--- config.mk ---
export PLATFORM = sky130hd
export DESIGN_NAME = cc_fill_seq
export DESIGN_NICKNAME = d
export VERILOG_FILES = /design/src/rtl/cc_fill_pkg.sv /design/src/rtl/cc_fill_fifo.sv /design/src/rtl/cc_fill_seq.sv
export SDC_FILE = /design/constraint.sdc
export NUM_CORES = 2
export LEC_CHECK = 0
export CAP_MARGIN = 5
export CORE_AREA = 2 2 697 699
export CTS_BUF_LIST = sky130_fd_sc_hd__clkbuf_8
export DETAILED_ROUTE_END_ITERATION = 10
export DIE_AREA = 0 0 699 701
export GPL_TIMING_DRIVEN = 0
export PLACE_DENSITY = 0.49
export SYNTH_ARGS = -nofsm -noshare
export SYNTH_HDL_FRONTEND = slang
export SYNTH_SLANG_ARGS = --single-unit
--- constraint.sdc ---
create_clock -name clk -period 64.5 [get_ports clk]
set_input_delay 12.9 -clock clk [delete_from_list [all_inputs] [get_ports clk]]
set_output_delay 12.9 -clock clk [all_outputs]
set_load 0.01 [all_outputs]
--- src/rtl/cc_fill_pkg.sv ---
// Shared widths, line layout and FSM encoding for the cc_comb fill sequencer.
package cc_fill_pkg;

    localparam int IP_W     = 44;
    localparam int LINE_W   = 1040;
    localparam int HALF_W   = 520;
    localparam int EXP_W    = 37;
    localparam int LINE_OFF = 5;

    typedef enum logic [1:0] {
        IDLE  = 2'd0,
        BEAT0 = 2'd1,
        BEAT1 = 2'd2,
        INV   = 2'd3
    } fill_state_t;

    // Offset bits of the line address are never stored; they are always zero at the cache.
    typedef struct packed {
        logic [IP_W-LINE_OFF-1:0] ip_hi;
        logic [LINE_W-1:0]        data;
    } fill_line_t;

    // Clear the within-line offset bits of an address.
    function automatic logic [IP_W-1:0] line_align(input logic [IP_W-1:0] ip);
        return {ip[IP_W-1:LINE_OFF], {LINE_OFF{1'b0}}};
    endfunction

endpackage

--- src/rtl/cc_fill_fifo.sv ---
// Synchronous FIFO with registered count/full/empty, used for the line buffer
// and the eviction queue. Head is read straight from the storage array.
// A push while full is accepted only when a pop happens in the same cycle.
module cc_fill_fifo #(
    parameter int W     = 8,
    parameter int DEPTH = 4
) (
    input  logic                   clk,
    input  logic                   rst,
    input  logic                   push,
    input  logic [W-1:0]           push_data,
    input  logic                   pop,
    output logic [W-1:0]           head,
    output logic                   full,
    output logic                   empty,
    output logic [$clog2(DEPTH):0] count
);

    localparam int AW = $clog2(DEPTH);
    localparam logic [AW:0]   FULL_CNT = (AW+1)'(DEPTH);
    localparam logic [AW:0]   CNT_ONE  = (AW+1)'(1);
    localparam logic [AW-1:0] PTR_ONE  = AW'(1);

    logic [W-1:0]  mem [DEPTH];
    logic [AW-1:0] wr_ptr_reg;
    logic [AW-1:0] rd_ptr_reg;
    logic [AW:0]   count_reg;
    logic [AW:0]   count_next;
    logic          full_reg;
    logic          empty_reg;
    logic          do_push;
    logic          do_pop;

    assign do_pop  = pop && !empty_reg;
    assign do_push = push && (!full_reg || do_pop);

    assign head  = mem[rd_ptr_reg];
    assign full  = full_reg;
    assign empty = empty_reg;
    assign count = count_reg;

    // Storage write; contents need no reset since count gates visibility.
    always_ff @(posedge clk) begin
        if (do_push) begin
            mem[wr_ptr_reg] <= push_data;
        end
    end

    // Occupancy after this cycle's push/pop.
    always_comb begin
        count_next = count_reg;
        case ({do_push, do_pop})
            2'b10:   count_next = count_reg + CNT_ONE;
            2'b01:   count_next = count_reg - CNT_ONE;
            default: count_next = count_reg;
        endcase
    end

    // Pointers wrap naturally at the power-of-two depth; flags registered from the next count.
    always_ff @(posedge clk or negedge rst) begin
        if (!rst) begin
            wr_ptr_reg <= '0;
            rd_ptr_reg <= '0;
            count_reg  <= '0;
            full_reg   <= 1'b0;
            empty_reg  <= 1'b1;
        end else begin
            if (do_push) begin
                wr_ptr_reg <= wr_ptr_reg + PTR_ONE;
            end
            if (do_pop) begin
                rd_ptr_reg <= rd_ptr_reg + PTR_ONE;
            end
            count_reg <= count_next;
            full_reg  <= (count_next == FULL_CNT);
            empty_reg <= (count_next == '0);
        end
    end

endmodule

--- src/rtl/cc_fill_seq.sv ---
// Write-side sequencer for cc_comb: buffers L2 refill lines, writes them as two
// half-line beats, issues single-cycle invalidates and queues victims for L2.
// Optional feature macro: CC_FILL_INV_EN enables the invalidate path.
// rst is asynchronous and active-low.
module cc_fill_seq
    import cc_fill_pkg::*;
#(
    parameter int FILL_DEPTH = 2,
    parameter int EVQ_DEPTH  = 4
) (
    input  logic              clk,
    input  logic              rst,
    input  logic              fill_valid,
    output logic              fill_ready,
    input  logic [IP_W-1:0]   fill_IP,
    input  logic [LINE_W-1:0] fill_data,
    input  logic              inv_valid,
    output logic              inv_ready,
    input  logic [IP_W-1:0]   inv_IP,
    output logic [IP_W-1:0]   write_IP,
    output logic              cc_write_wen,
    output logic              cc_invalidate,
    output logic [HALF_W-1:0] write_data,
    input  logic              expun_wen,
    input  logic [EXP_W-1:0]  expun_addr,
    output logic              evict_valid,
    input  logic              evict_ready,
    output logic [EXP_W-1:0]  evict_addr
);

    localparam int FW = $clog2(FILL_DEPTH);
    localparam int EW = $clog2(EVQ_DEPTH);
    // A fill may start only while two victim slots remain: one for the line in flight, one spare.
    localparam logic [EW:0] EVQ_ROOM_MAX = (EW+1)'(EVQ_DEPTH - 2);

    fill_state_t state_reg;
    fill_state_t state_next;

    fill_line_t  fill_in;
    fill_line_t  fill_head;
    logic        fill_full;
    logic        fill_empty;
    logic        fill_pop;
    logic [FW:0] unused_fill_count;

    logic [EXP_W-1:0] evq_head;
    logic             evq_full;
    logic             evq_empty;
    logic             evq_pop;
    logic [EW:0]      evq_count;
    logic             evq_room;

    logic              inv_take;
    logic              wen_reg;
    logic              invalidate_reg;
    logic [IP_W-1:0]   write_ip_reg;
    logic [HALF_W-1:0] write_data_reg;

    assign fill_in.ip_hi = fill_IP[IP_W-1:LINE_OFF];
    assign fill_in.data  = fill_data;
    assign fill_ready    = !fill_full;
    assign fill_pop      = (state_reg == BEAT1);

    cc_fill_fifo #(
        .W     ($bits(fill_line_t)),
        .DEPTH (FILL_DEPTH)
    ) u_line_buf (
        .clk       (clk),
        .rst       (rst),
        .push      (fill_valid && !fill_full),
        .push_data (fill_in),
        .pop       (fill_pop),
        .head      (fill_head),
        .full      (fill_full),
        .empty     (fill_empty),
        .count     (unused_fill_count)
    );

    assign evict_valid = !evq_empty;
    assign evict_addr  = evq_empty ? '0 : evq_head;
    assign evq_pop     = evict_valid && evict_ready;
    assign evq_room    = (evq_count <= EVQ_ROOM_MAX);

    cc_fill_fifo #(
        .W     (EXP_W),
        .DEPTH (EVQ_DEPTH)
    ) u_evict_q (
        .clk       (clk),
        .rst       (rst),
        .push      (expun_wen),
        .push_data (expun_addr),
        .pop       (evq_pop),
        .head      (evq_head),
        .full      (evq_full),
        .empty     (evq_empty),
        .count     (evq_count)
    );

    // A victim arriving with the queue full and no pop would be lost.
    assert property (@(posedge clk) disable iff (!rst) !(expun_wen && evq_full && !evq_pop));

`ifdef CC_FILL_INV_EN
    assign inv_take = (state_reg == IDLE) && inv_valid;
`else
    logic unused_inv;
    assign inv_take   = 1'b0;
    assign unused_inv = ^{inv_valid, inv_IP};
`endif

    assign inv_ready     = inv_take;
    assign cc_write_wen  = wen_reg;
    assign cc_invalidate = invalidate_reg;
    assign write_IP      = write_ip_reg;
    assign write_data    = write_data_reg;

    // State register.
    always_ff @(posedge clk or negedge rst) begin
        if (!rst) begin
            state_reg <= IDLE;
        end else begin
            state_reg <= state_next;
        end
    end

    // Invalidates win over pending fills; the two beats of a fill are never split.
    always_comb begin
        state_next = state_reg;
        case (state_reg)
            IDLE: begin
                if (inv_take) begin
                    state_next = INV;
                end else if (!fill_empty && evq_room) begin
                    state_next = BEAT0;
                end
            end
            BEAT0:   state_next = BEAT1;
            BEAT1:   state_next = IDLE;
            INV:     state_next = IDLE;
            default: state_next = IDLE;
        endcase
    end

    // Registered cache-port outputs driven from the state being entered; address/data hold otherwise.
    always_ff @(posedge clk or negedge rst) begin
        if (!rst) begin
            wen_reg        <= 1'b0;
            invalidate_reg <= 1'b0;
            write_ip_reg   <= '0;
            write_data_reg <= '0;
        end else begin
            wen_reg        <= (state_next == BEAT0);
            invalidate_reg <= (state_next == INV);
            case (state_next)
                BEAT0: begin
                    write_ip_reg   <= {fill_head.ip_hi, {LINE_OFF{1'b0}}};
                    write_data_reg <= fill_head.data[HALF_W-1:0];
                end
                BEAT1: begin
                    write_data_reg <= fill_head.data[LINE_W-1:HALF_W];
                end
`ifdef CC_FILL_INV_EN
                INV: begin
                    write_ip_reg <= line_align(inv_IP);
                end
`endif
                default: begin
                end
            endcase
        end
    end

endmodule

==> results.cfg <==
[synth]
async_reset_ff_share_pct = 20.0
synth_seq_area_share_pct = 79.6
synthFlopType = edfxtp_1
yosys_warnings = 0
synth_area_leaders = edfxtp_1 66%, dfrtp_1 14%, mux4_2 12%, mux2_1 3.7%, mux2_2 2.8%
synth.most_common_cell = edfxtp_1
synth.largest_area_cell = edfxtp_1
synth_top_cell_area_share_pct = 65.8
syn_area_sq_mm = 0.105
synth_commonest_cells = 2306 x edfxtp_1, 576 x dfrtp_1, 557 x mux4_2
yosysUniqueCellTypes = 35
ys_seq_elements = 2884
avgSynthCellArea_sq_um = 24.3
synth_edf_count = 2306
synthesis.instances = 4331

[worst_setup_path]
cp.arrival_ns = 17.39
end_kind = register
crit_path_max_fanout = 62
cp_data_required_time_ns = 65.29
crit_type = input pin to register
critPathLaunchType = input pin

[cts]
insertion_delay_ns = 1.13
cts_made_buffers = 530
cts_tree = yes
holdBufCountCts = 0
post_cts_resized = 0
cts.path.max_buffers = 4
path_clk_slew_ns = 0.06
post_cts_buffers = 0
htree_num_levels = 6
cts.sinks = 2884
root_buffer = clkbuf_8

[routing]
drtIter0Drc = 4027
drc_errors = 0
routed_via_density = 4.09
routedWlPerCell_microns = 30.2
vias = 55700
wl_met2_microns = 208000
ant_nets = 0
highest_layer = met5
wirelength_met1_microns = 151000
dr_wl_met3_microns = 34200
drtPass1Iterations = 5
wl_microns = 411000

[global_route]
grt_usage_pct = 16.2
grt_pass1_vias = 60000
grt_max_degree = 96
overflow = 0
grt_antenna_before_repair = 203
grt_pass1_wl_microns = 538000

[cells_and_area]
largest_reg_flops = 2158
nNetsFinal = 7843
drive_above_1_share_pct = 24.9
final_cell_area_sq_mm = 0.143
areaGrowthSynthToFinish_pct = 35.7
fin_cells = 13600

[min_path]
hold_path_class = register to register

[floorplanning]
row_count = 255
die_y_microns = 701
start_util_pct = 21.8
die_area_sq_mm = 0.490
fp.dieW_microns = 699
coreArea_sq_mm = 0.482
io_pins = 1777

[timing]
whs_ns = 0.485
fin_skew_ns = 0.0601
setup_viol = 0
worst-slew-pin-transition_ns = 1.23
hold_viol_final = 0
slew_violations = 0
period_share_pct = 25.7
max_freq_mhz = 60.2
setup-tns-final_ns = 0
max_slew_margin_pct = 18.0
min_period_ns = 16.60
rsz0062_at_grt = false

[placement]
port_buffers = 1720
place.gp.congestion = 0.865
dpl.hpwl_microns = 320000
place_area_sq_mm = 0.132
dp.cells = 12600

[power_and_ir_drop]
peakVddDrop_mv = 0.0273
power_leakage_nw = 49.0
total_power_mw = 7.02
powerDensity_mw_per_mm2 = 49.2

[outcome]
status = completed

[flow_run]
maxCapViolCount = 0
## final cells by class
type | count | area, sq um
fillers | 47300 | 339000
repair buffers | 1796 | 19000
flip-flops and latches | 2884 | 83700
clock buffers | 584 | 8040
diodes | 82 | 205
inverters | 7 | 26.3
multi-input cells | 1246 | 19900
clock inverters | 378 | 2190
well taps | 6425 | 8040
plain buffers | 200 | 1540
## final timing paths
check	slack (ns)	end	depth (start not counted)	startpoint
max	47.90	u_line_buf.mem[1][748]	11	fill_valid
min	0.49	write_data[443]	1	write_data[443]
max reg2reg	59.73	u_line_buf.mem[1][748]	11	u_line_buf.full
min reg2reg	0.49	write_data[443]	1	write_data[443]
max in group asynchronous	50.51	u_evict_q.count[0]	5	rst
min in group asynchronous	11.58	write_IP[15]	1	rst
## cells by family (layout without fill, tap and decap cells)
group	after synthesis	after routing	synth area share, %
multiplexers	1157	1157	18.4
adder cells (fa/ha/maj)	7	7	0.0904
AO/OA/AOI/OAI	8	8	0.0535
XOR/XNOR	9	9	0.0750
flip-flops	2884	2884	79.6
buffers and inverters	207	2965	1.49
other	1	89	0.00357
AND/OR/NAND/NOR	58	58	0.336
## per-stage QoR
| stage | utilization, % | setup WS [ns] |
|---|---|---|
| floorplan | - | 4.36 |
| global placement | 27.1 | -24.91 |
| detailed placement | 27.5 | 46.78 |
| CTS | 29.6 | 47.71 |
| global route | 29.6 | 47.72 |
| finish | 29.6 | 47.90 |
## routing by layer
metal / GRT usage [%] / vias to the layer above
li1: - / 22800
met1: 18.0 / 29600
met2: 28.5 / 2296
met3: 5.44 / 807
met4: 6.49 / 100
met5: 0 / -
## placed cells by master (no fill, tap or decap), types with 7 or more instances in the layout
cell and n:
and2_1 37, buf_12 38, buf_16 37, buf_2 85, buf_4 22, buf_6 80, bufinv_16 10, clkbuf_1 13
clkbuf_8 584, clkdlybuf4s50_1 1719, clkinv_1 77, clkinv_2 27, clkinv_8 11, clkinvlp_4 9, conb_1 7, dfrtp_1 576
diode_2 82, edfxtp_1 2306, inv_1 214, inv_12 12, inv_6 15, inv_8 10, mux2_1 342, mux2_2 258
mux4_2 557, xnor2_1 8
## where the power goes
| part | internal, mW | total [mW] | switching (mW) |
|---|---|---|---|
| Combinational | 1.16 | 2.56 | 1.40 |
| Clock | 0.883 | 1.70 | 0.814 |
| Sequential | 2.57 | 2.76 | 0.193 |
| Total | 4.62 | 7.02 | 2.41 |
## critical path: stages
cell and delay, ns:
clkdlybuf4s50_1 0.49, and3_4 0.61, buf_16 0.38, buf_16 0.36
buf_16 0.34, buf_16 0.30, buf_16 0.28, buf_16 0.30
buf_16 0.30, buf_16 0.32, buf_16 0.30
Note: power is estimated with default switching activity, not from simulation.
